<file path="config.mk">
export PLATFORM = sky130hd
export DESIGN_NAME = decode_ctrl_stage
export DESIGN_NICKNAME = d
export VERILOG_FILES = /design/src/rtl/riscv_ctrl_pkg.sv /design/src/rtl/rv_decode_logic.sv /design/src/rtl/decode_ctrl_stage.sv
export SDC_FILE = /design/constraint.sdc
export NUM_CORES = 1
export LEC_CHECK = 0
export BUFFER_PORTS_ARGS = -buffer_cell sky130_fd_sc_hd__buf_4
export CORE_UTILIZATION = 25
export CTS_CLUSTER_SIZE = 12
export DETAILED_ROUTE_END_ITERATION = 10
export HOLD_SLACK_MARGIN = 0.05
export SLEW_MARGIN = 20
export SYNTH_ARGS = -nofsm -noshare
export SYNTH_HDL_FRONTEND = slang
export SYNTH_HIERARCHICAL = 1
export SYNTH_SLANG_ARGS = --single-unit
</file>
<file path="constraint.sdc">
create_clock -name clk -period 2.63 [get_ports clk]
set_input_delay 0.526 -clock clk [delete_from_list [all_inputs] [get_ports clk]]
set_output_delay 0.526 -clock clk [all_outputs]
set_load 0.05 [all_outputs]
</file>
<file path="src/rtl/riscv_ctrl_pkg.sv">
// Shared types for the decode/control stage: ALU/MDU operation codes,
// immediate and result selectors, opcode constants, the decoded control
// bundle, and a helper that identifies divide-class operations.
package riscv_ctrl_pkg;

  typedef enum logic [4:0] {
    ALU_ADD    = 5'd0,
    ALU_SUB    = 5'd1,
    ALU_SLL    = 5'd2,
    ALU_SLT    = 5'd3,
    ALU_SLTU   = 5'd4,
    ALU_XOR    = 5'd5,
    ALU_SRL    = 5'd6,
    ALU_SRA    = 5'd7,
    ALU_OR     = 5'd8,
    ALU_AND    = 5'd9,
    ALU_LUI    = 5'd10,
    ALU_MUL    = 5'd11,
    ALU_MULH   = 5'd12,
    ALU_MULHSU = 5'd13,
    ALU_MULHU  = 5'd14,
    ALU_DIV    = 5'd15,
    ALU_DIVU   = 5'd16,
    ALU_REM    = 5'd17,
    ALU_REMU   = 5'd18
  } alu_op_e;

  typedef enum logic [2:0] {
    IMM_I = 3'b000,
    IMM_S = 3'b001,
    IMM_B = 3'b010,
    IMM_J = 3'b011,
    IMM_U = 3'b100
  } imm_src_e;

  typedef enum logic [1:0] {
    RES_ALU = 2'b00,
    RES_MEM = 2'b01,
    RES_PC4 = 2'b10
  } result_src_e;

  localparam logic [6:0] OPC_R      = 7'b0110011;
  localparam logic [6:0] OPC_I_ALU  = 7'b0010011;
  localparam logic [6:0] OPC_LOAD   = 7'b0000011;
  localparam logic [6:0] OPC_STORE  = 7'b0100011;
  localparam logic [6:0] OPC_BRANCH = 7'b1100011;
  localparam logic [6:0] OPC_JAL    = 7'b1101111;
  localparam logic [6:0] OPC_JALR   = 7'b1100111;
  localparam logic [6:0] OPC_LUI    = 7'b0110111;
  localparam logic [6:0] OPC_AUIPC  = 7'b0010111;

  typedef struct packed {
    logic        reg_write;
    result_src_e result_src;
    logic        mem_write;
    logic        jump;
    logic        branch;
    logic        alu_src_a;
    logic        alu_src_b;
    imm_src_e    imm_src;
    alu_op_e     alu_op;
  } ctrl_t;

  function automatic logic is_div(alu_op_e op);
    return (op == ALU_DIV) || (op == ALU_DIVU) || (op == ALU_REM) || (op == ALU_REMU);
  endfunction

endpackage

</file>
<file path="src/rtl/rv_decode_logic.sv">
// Purely combinational RV32I(+M) decoder.
// Ports:
//   instr   - raw 32-bit instruction
//   ctrl    - decoded control bundle (all zero for illegal encodings)
//   illegal - encoding is not a supported instruction
module rv_decode_logic
  import riscv_ctrl_pkg::*;
#(
  parameter int EN_M = 1
) (
  input  logic [31:0] instr,
  output ctrl_t       ctrl,
  output logic        illegal
);

  logic [6:0] opcode;
  logic [2:0] funct3;
  logic [6:0] funct7;

  assign opcode = instr[6:0];
  assign funct3 = instr[14:12];
  assign funct7 = instr[31:25];

  // Register and immediate fields are consumed by the register file and
  // immediate generator, not by control decode.
  logic unused_reg_fields;
  assign unused_reg_fields = ^{instr[24:15], instr[11:7]};

  always_comb begin
    ctrl    = '0;
    illegal = 1'b0;
    case (opcode)
      OPC_R: begin
        ctrl.reg_write = 1'b1;
        if (funct7 == 7'b0000000) begin
          case (funct3)
            3'd0:    ctrl.alu_op = ALU_ADD;
            3'd1:    ctrl.alu_op = ALU_SLL;
            3'd2:    ctrl.alu_op = ALU_SLT;
            3'd3:    ctrl.alu_op = ALU_SLTU;
            3'd4:    ctrl.alu_op = ALU_XOR;
            3'd5:    ctrl.alu_op = ALU_SRL;
            3'd6:    ctrl.alu_op = ALU_OR;
            default: ctrl.alu_op = ALU_AND;
          endcase
        end else if (funct7 == 7'b0100000 && funct3 == 3'd0) begin
          ctrl.alu_op = ALU_SUB;
        end else if (funct7 == 7'b0100000 && funct3 == 3'd5) begin
          ctrl.alu_op = ALU_SRA;
        end else if (funct7 == 7'b0000001 && EN_M != 0) begin
          case (funct3)
            3'd0:    ctrl.alu_op = ALU_MUL;
            3'd1:    ctrl.alu_op = ALU_MULH;
            3'd2:    ctrl.alu_op = ALU_MULHSU;
            3'd3:    ctrl.alu_op = ALU_MULHU;
            3'd4:    ctrl.alu_op = ALU_DIV;
            3'd5:    ctrl.alu_op = ALU_DIVU;
            3'd6:    ctrl.alu_op = ALU_REM;
            default: ctrl.alu_op = ALU_REMU;
          endcase
        end else begin
          illegal = 1'b1;
        end
      end
      OPC_I_ALU: begin
        ctrl.reg_write = 1'b1;
        ctrl.alu_src_b = 1'b1;
        ctrl.imm_src   = IMM_I;
        case (funct3)
          3'd0: ctrl.alu_op = ALU_ADD;
          3'd1: begin
            if (funct7 == 7'b0000000) ctrl.alu_op = ALU_SLL;
            else                      illegal = 1'b1;
          end
          3'd2: ctrl.alu_op = ALU_SLT;
          3'd3: ctrl.alu_op = ALU_SLTU;
          3'd4: ctrl.alu_op = ALU_XOR;
          3'd5: begin
            if (funct7 == 7'b0000000)      ctrl.alu_op = ALU_SRL;
            else if (funct7 == 7'b0100000) ctrl.alu_op = ALU_SRA;
            else                           illegal = 1'b1;
          end
          3'd6:    ctrl.alu_op = ALU_OR;
          default: ctrl.alu_op = ALU_AND;
        endcase
      end
      OPC_LOAD: begin
        ctrl.reg_write  = 1'b1;
        ctrl.result_src = RES_MEM;
        ctrl.alu_src_b  = 1'b1;
        ctrl.imm_src    = IMM_I;
        ctrl.alu_op     = ALU_ADD;
        // LB/LH/LW/LBU/LHU only
        if (funct3 == 3'd3 || funct3 == 3'd6 || funct3 == 3'd7) illegal = 1'b1;
      end
      OPC_STORE: begin
        ctrl.mem_write = 1'b1;
        ctrl.alu_src_b = 1'b1;
        ctrl.imm_src   = IMM_S;
        ctrl.alu_op    = ALU_ADD;
        if (funct3 > 3'd2) illegal = 1'b1;
      end
      OPC_BRANCH: begin
        ctrl.branch  = 1'b1;
        ctrl.imm_src = IMM_B;
        ctrl.alu_op  = ALU_SUB;
        if (funct3 == 3'd2 || funct3 == 3'd3) illegal = 1'b1;
      end
      OPC_JAL: begin
        ctrl.reg_write  = 1'b1;
        ctrl.result_src = RES_PC4;
        ctrl.jump       = 1'b1;
        ctrl.imm_src    = IMM_J;
        ctrl.alu_op     = ALU_ADD;
      end
      OPC_JALR: begin
        ctrl.reg_write  = 1'b1;
        ctrl.result_src = RES_PC4;
        ctrl.jump       = 1'b1;
        ctrl.alu_src_b  = 1'b1;
        ctrl.imm_src    = IMM_I;
        ctrl.alu_op     = ALU_ADD;
        if (funct3 != 3'd0) illegal = 1'b1;
      end
      OPC_LUI: begin
        ctrl.reg_write = 1'b1;
        ctrl.alu_src_b = 1'b1;
        ctrl.imm_src   = IMM_U;
        ctrl.alu_op    = ALU_LUI;
      end
      OPC_AUIPC: begin
        ctrl.reg_write = 1'b1;
        ctrl.alu_src_a = 1'b1;
        ctrl.alu_src_b = 1'b1;
        ctrl.imm_src   = IMM_U;
        ctrl.alu_op    = ALU_ADD;
      end
      default: illegal = 1'b1;
    endcase
    // An illegal entry carries no side effects downstream.
    if (illegal) ctrl = '0;
  end

endmodule

</file>
<file path="src/rtl/decode_ctrl_stage.sv">
// Registered decode/control stage between fetch and execute.
// Ports:
//   clk, reset            - clock, synchronous active-high reset
//   flush_i               - discard output entry and abort divide interlock
//   in_valid_i/in_ready_o - fetch-side handshake, instr_i is the payload
//   out_valid_o/out_ready_i - execute-side handshake for the control entry
//   reg_write_o .. alu_ctrl_o - registered decoded controls
//   illegal_o             - entry holds an illegal instruction
//   md_busy_o             - divide interlock active
//
// state | meaning
// IDLE  | normal operation, accepts when the output slot frees up
// BUSY  | divide in flight downstream, input blocked until counter hits 0
module decode_ctrl_stage
  import riscv_ctrl_pkg::*;
#(
  parameter int EN_M       = 1,
  parameter int ALU_CTRL_W = 5,
  parameter int DIV_CYCLES = 32
) (
  input  logic                  clk,
  input  logic                  reset,
  input  logic                  flush_i,
  input  logic                  in_valid_i,
  output logic                  in_ready_o,
  input  logic [31:0]           instr_i,
  output logic                  out_valid_o,
  input  logic                  out_ready_i,
  output logic                  reg_write_o,
  output logic [1:0]            result_src_o,
  output logic                  mem_write_o,
  output logic                  jump_o,
  output logic                  branch_o,
  output logic                  alu_src_a_o,
  output logic                  alu_src_b_o,
  output logic [2:0]            imm_src_o,
  output logic [ALU_CTRL_W-1:0] alu_ctrl_o,
  output logic                  illegal_o,
  output logic                  md_busy_o
);

  localparam int CNT_W = (DIV_CYCLES > 1) ? $clog2(DIV_CYCLES) : 1;

  typedef enum logic {ST_IDLE, ST_BUSY} state_e;

  state_e             state, state_d;
  logic [CNT_W-1:0]   cnt, cnt_d;
  ctrl_t              dec_ctrl, ctrl_q;
  logic               dec_illegal, illegal_q;
  logic               out_valid_q;
  logic               accept, out_xfer;

  rv_decode_logic #(.EN_M(EN_M)) u_decode (
    .instr   (instr_i),
    .ctrl    (dec_ctrl),
    .illegal (dec_illegal)
  );

  assign in_ready_o = !flush_i && (state == ST_IDLE) && (!out_valid_q || out_ready_i);
  assign accept     = in_valid_i && in_ready_o;
  // Flush discards the entry, so a same-cycle consume does not count.
  assign out_xfer   = out_valid_q && out_ready_i && !flush_i;

  always_ff @(posedge clk) begin
    if (reset) begin
      state       <= ST_IDLE;
      cnt         <= '0;
      out_valid_q <= 1'b0;
      ctrl_q      <= '0;
      illegal_q   <= 1'b0;
    end else begin
      state <= state_d;
      cnt   <= cnt_d;
      if (flush_i) begin
        out_valid_q <= 1'b0;
      end else if (accept) begin
        out_valid_q <= 1'b1;
        ctrl_q      <= dec_ctrl;
        illegal_q   <= dec_illegal;
      end else if (out_xfer) begin
        out_valid_q <= 1'b0;
      end
    end
  end

  always_comb begin
    state_d = state;
    cnt_d   = cnt;
    if (flush_i) begin
      state_d = ST_IDLE;
      cnt_d   = '0;
    end else begin
      case (state)
        ST_IDLE: begin
          if (out_xfer && is_div(ctrl_q.alu_op)) begin
            state_d = ST_BUSY;
            cnt_d   = CNT_W'(DIV_CYCLES - 1);
          end
        end
        default: begin
          if (cnt == '0) state_d = ST_IDLE;
          else           cnt_d   = cnt - CNT_W'(1);
        end
      endcase
    end
  end

  assign out_valid_o  = out_valid_q;
  assign reg_write_o  = ctrl_q.reg_write;
  assign result_src_o = ctrl_q.result_src;
  assign mem_write_o  = ctrl_q.mem_write;
  assign jump_o       = ctrl_q.jump;
  assign branch_o     = ctrl_q.branch;
  assign alu_src_a_o  = ctrl_q.alu_src_a;
  assign alu_src_b_o  = ctrl_q.alu_src_b;
  assign imm_src_o    = ctrl_q.imm_src;
  assign alu_ctrl_o   = ALU_CTRL_W'(ctrl_q.alu_op);
  assign illegal_o    = illegal_q;
  assign md_busy_o    = (state == ST_BUSY);

endmodule

</file>
# Yosys cells after proc, flatten, opt, wreduce, memory -nomap -nowiden
# Cells that the tools add are included.
[totals]
reg_bits = 24
latchBits = 0
ramBits = 0
rom_bits = 0
inputBits = 37
output_inout_bits = 20
word_cells = 112
n_memories = 0
[classes]
addsub = 1
multipliers = 0
div_mod_pow = 0
n_lt_le_gt_ge = 1
eq_ne = 23
shifts = 0
muxes = 41
bitwise = 2
n_reduce_logical = 31
[ops]
columns = ["cell", "n"]
rows = [
  ["$pmux 5 s7", 2],
  ["$mux 5", 8],
  ["$eq 7x6->1 const B", 4],
  ["$pmux 4 s7", 1],
  ["$mux 1", 22],
  ["$eq 7x7->1 const B", 3],
  ["$pmux 5 s4", 1],
  ["$mux 16", 1],
  ["$eq 5x5->1 const B", 3],
  ["$eq 7x5->1 const B", 2],
  ["$eq 3x3->1 const B", 4],
  ["$pmux 3 s4", 1],
  ["$logic_and 1x1->1", 8],
  ["$eq 7x1->1 const B", 1],
  ["$eq 7x2->1 const B", 1],
  ["$logic_not 7->1", 1],
  ["$logic_or 1x1->1", 7],
  ["$pmux 1 s7", 1],
  ["$reduce_or 7->1", 1],
  ["$eq 3x2->1 const B", 2],
  ["$reduce_or 2->1", 3],
  ["$reduce_or 6->1", 1],
  ["$eq 5x4->1 const B", 1],
  ["$logic_not 5->1", 1],
  ["other kinds (15)", 19],
]

# Logic depth before layout (Yosys ltp)
[depth]
depth_word = 8
mapped_depth = 10
ltp_nobuf = 7

# Cells and area by module
# Netlist, hierarchy kept.
[modules_own_cells]
columns = ["module", "instances", "cells_per_inst", "area_each_um2", "seq_area_each_um2"]
rows = [
  ["decode_ctrl_stage", 1, 98, 1014.7, 480.5],
  ["rv_decode_logic", 1, 115, 695.7, 0.0],
]

# Worst setup path after synthesis
# OpenSTA, ideal clock, no wires.
[synth_timing]
path_kind = "register to output"
from = "register state, in the netlist md_busy_o"
to = "output port in_ready_o"
arrival_time_ns = 1.917
t_required_ns = 2.104
slack_ns = 0.187
stages_incl_launch_ff = 3
path_buffers = 1
cell_sequence = "dfxtp_1 -> buf_2 -> a211oi_1"
[synth_between]
elab_chain_len = 3
[synth_rtl]
columns = ["item", "line", "text"]
rows = [
  ["start: declaration", "decode_ctrl_stage.sv:46", "state_e state, state_d;"],
  ["start signal: assignment", "decode_ctrl_stage.sv:72", "state <= state_d;"],
  ["$not 1->1", "--", ""],
  ["$logic_and 1x1->1 (2 in series)", "decode_ctrl_stage.sv:59", "assign in_ready_o = !flush_i && (state == ST_IDLE) && (!out_valid_q || out_ready_i);"],
  ["end: declaration", "decode_ctrl_stage.sv:25", "output logic in_ready_o,"],
]
# No other way between the ends.

# Final worst setup path
[layout_timing]
from = "input port instr_i[29]"
to = "register illegal_q, in the netlist illegal_o"
[layout_between]
elab_chain_len = 6
elab_cells_between_ends = 14
classes_between = "eq/ne: 2; mux: 9; reduce/logical: 3"
[layout_rtl]
columns = ["item", "line", "text"]
rows = [
  ["start: declaration", "decode_ctrl_stage.sv:26", "input logic [31:0] instr_i,"],
  ["$eq 7x1->1 / $eq 7x6->1 (equally long branches)", "--", ""],
  ["$mux 1 / $logic_and 1x1->1 (equally long branches)", "rv_decode_logic.sv:50, rv_decode_logic.sv:48", ""],
  ["$mux 1", "rv_decode_logic.sv:48", "end else if (funct7 == 7'b0100000 && funct3 == 3'd5) begin"],
  ["$mux 1", "rv_decode_logic.sv:46", "end else if (funct7 == 7'b0100000 && funct3 == 3'd0) begin"],
  ["$mux 1", "rv_decode_logic.sv:35", "if (funct7 == 7'b0000000) begin"],
  ["$pmux 1 s7 (*)", "rv_decode_logic.sv:32", "case (opcode)"],
  ["named net dec_illegal", "decode_ctrl_stage.sv:49", "logic dec_illegal, illegal_q;"],
  ["end signal: assignment", "decode_ctrl_stage.sv:79", "illegal_q <= dec_illegal;"],
  ["end: declaration", "decode_ctrl_stage.sv:49", ""],
]
# Mark *: on every way through the listed nets, which the timed path passes. The rest lies on a longest branch.
# A chain may end at the register's enable or synchronous reset.

==> impl_metrics.ini <==
[worst_hold_path]
whs_path_depth = 2
min_path_type = flip-flop to flip-flop

[yosys]
yosysSeqAreaShare = 0.281
synth_nets = 251
synth_cell_types = 56
syn_inst = 213
syn_area_um2 = 1710
yosys_warnings = 6
synth_async_sr_flop_share = 0
ys_ff_latch = 24
synth_flop_cell = dfxtp_1
avgSynthCellArea_um2 = 8.03
synth_edf_count = 0

[clock_network]
clock_path_buffers = 2
path_clk_slew_ns = 0.08
postCtsHoldBufs = 0
htree_levels = 1
cts.sink_count = 24
post_cts_resized = 0
root_buffer = clkbuf_8
cts_tree = done
clk_latency_ns = 0.26
post_cts_buffers = 0
numCtsBuffers = 3

[die]
ioPinCount = 57
fp.dieH_um = 84.7
start_util = 0.265
rows = 29
core_area_um2 = 6460
die_w_um = 84.7
fp.dieArea_um2 = 7180

[route]
vias = 1648
drcViolationCount = 2
avgRoutedWirePerCell_um = 13.3
first_iter_violations = 136
postRouteAntennaNets = 0
routed_wl_mm = 4.27
dr.pass1.iters = 9
via_per_inst = 5.12

[power_and_ir_drop]
power_density_nw_per_um2 = 351
internal-power_w = 0.000530
p_total_w = 0.000731
p_seq_frac = 0.502
p_comb_frac = 0.208
switching_share = 0.275
p_clk_frac = 0.290
peakVddDrop_mv = 0.227
p_leak_nw = 0.776
switchingPower_w = 0.000201

[run_status]
status = complete, but fails checks
violations = design-rule violations

[sta]
rsz0062_at_grt = no
finalHoldViolCount = 0
tightest_slew_ns = 0.426
slew_viol_final = 0
period_needed_ns = 2.14
setup-tns-final_ns = 0
setup_viol = 0
period_share = 0.814
max_freq_mhz = 467
relSlewSlack = 0.712
setup_ws_ns = 0.489
fin_worst_skew_ns = 0.00564

[finish]
fin_nets = 285
diodes = 0
fin_util = 0.323
syn2layout_area_growth_pct = 21.8
drive_gt1_frac = 0.245

[place]
dp_hpwl_mm = 3.14
portBuffers = 41
place_congestion = 0.847
dp_worst_setup_slack_ns = 0.201

[global_route]
antenna_found_initial = 0
grt.total_usage = 0.125
grt_start_max_net_pins = 21
grt_first_pass_wirelength_mm = 7.40
grt_overflow_total = 0
grt_pass1_vias = 1540

[setup_path]
worstPathArrival_ns = 2.29
critical_path_class = input pin to flip-flop
reg2reg_depth = 6
worstPathRequired_ns = 2.78
critPathMaxFanout = 9
cp-end-kind = flip-flop
critPathLaunchType = input pin

[run]
max-cap-violations = 0
==> worst max-delay path: stages <==
cell and delay [ns]:
buf_4 0.11, or2_4 0.26, or4_1 0.47, o2111ai_2 0.26, nand4_2 0.26, a21o_1 0.23, mux2i_1 0.13, nor2_1 0.06
==> stage by stage <==
step / instance area [um^2] / cells / hold WS (ns)
6_report: 2080 / 322 / 0.491
2_1_floorplan: 1710 / 213 / 0.446
5_1_grt: 2080 / 322 / 0.531
3_5_place_dp: 2040 / 319 / 0.470
3_3_place_gp: 2040 / 319 / 0.465
4_1_cts: 2080 / 322 / 0.487
==> registers in the layout, indices dropped and copies added, names as in the netlist <==
signal / cells
mem_write_o: 1
md_busy_o: 1
alu_src_b_o: 1
imm_src_o: 3
alu_ctrl_o: 5
reg_write_o: 1
illegal_o: 1
out_valid_o: 1
branch_o: 1
jump_o: 1
result_src_o: 2
cnt: 5
alu_src_a_o: 1
==> logic make-up after synthesis <==
| family | share of synthesized area |
|---|---|
| compound gates | 0.216 |
| xor+xnor | 0.0205 |
| fa+ha+maj | 0.00731 |
| buf+inv | 0.0775 |
| flops | 0.281 |
| mux | 0.111 |
| simple gates | 0.287 |
==> cells in the final DEF, fill, tap and decap left out, types with 2 or more instances in the layout <==
master,count
buf_4,46
nor2_1,32
dfxtp_1,24
mux2i_1,19
nand2_1,15
o21ai_0,13
a21oi_1,12
nor3_1,7
nand3_1,7
inv_1,6
nand2b_1,5
o31ai_1,3
clkbuf_8,3
nand3b_1,3
nor2b_1,3
xnor2_1,3
nor4_1,3
or2_2,2
o31a_1,2
a21boi_0,2
or4_1,2
a21o_1,2
a221oi_1,2
nor4b_1,2
==> power groups by stage <==
stage          registers, W  clock network [W]  logic (W)
2_1_floorplan      0.000382                  0  0.0000986
3_3_place_gp       0.000375                  0   0.000150
3_5_place_dp       0.000376                  0   0.000151
4_1_cts            0.000367           0.000223   0.000152
5_1_grt            0.000367           0.000234   0.000167
6_report           0.000367           0.000212   0.000152
==> path summary, 6_finish.rpt <==
kind,startpoint,to,slack (ns)
min reg2reg,cnt[4],cnt[4],0.49
max,instr_i[29],illegal_o,0.49
max reg2reg,cnt[0],cnt[2],1.00
min,cnt[4],cnt[4],0.49
==> cells in the mapped netlist (3+ instances only) <==
library cell	instances	area share
nor2_1	32	0.070
nor3_1	7	0.020
xnor2_1	3	0.015
buf_6	3	0.020
dfxtp_1	24	0.28
nand3b_1	3	0.013
clkbuf_1	8	0.018
a21oi_1	12	0.035
nor2b_1	3	0.011
o31ai_1	3	0.013
nand2_1	15	0.033
mux2i_1	19	0.11
nand2b_1	5	0.018
o21ai_0	13	0.038
nor4_1	3	0.011
inv_1	6	0.013
nand3_1	7	0.020
==> metal layers <==
layer	vias up	routed length, um	GRT usage
met5	-	0	0
met4	0	21	0.0185
met3	2	173	0.0246
met2	33	1960	0.204
met1	784	2120	0.173
li1	829	-	-
==> layout make-up <==
cell class / count / area [um^2]
tap: 77 / 96.3
fill: 713 / 4380
inverter: 6 / 22.5
clock buffer: 3 / 41.3
sequential: 24 / 480
multi-input combinational: 166 / 1100
timing repair buffer: 46 / 345
Power figures use the tool's default switching activity.
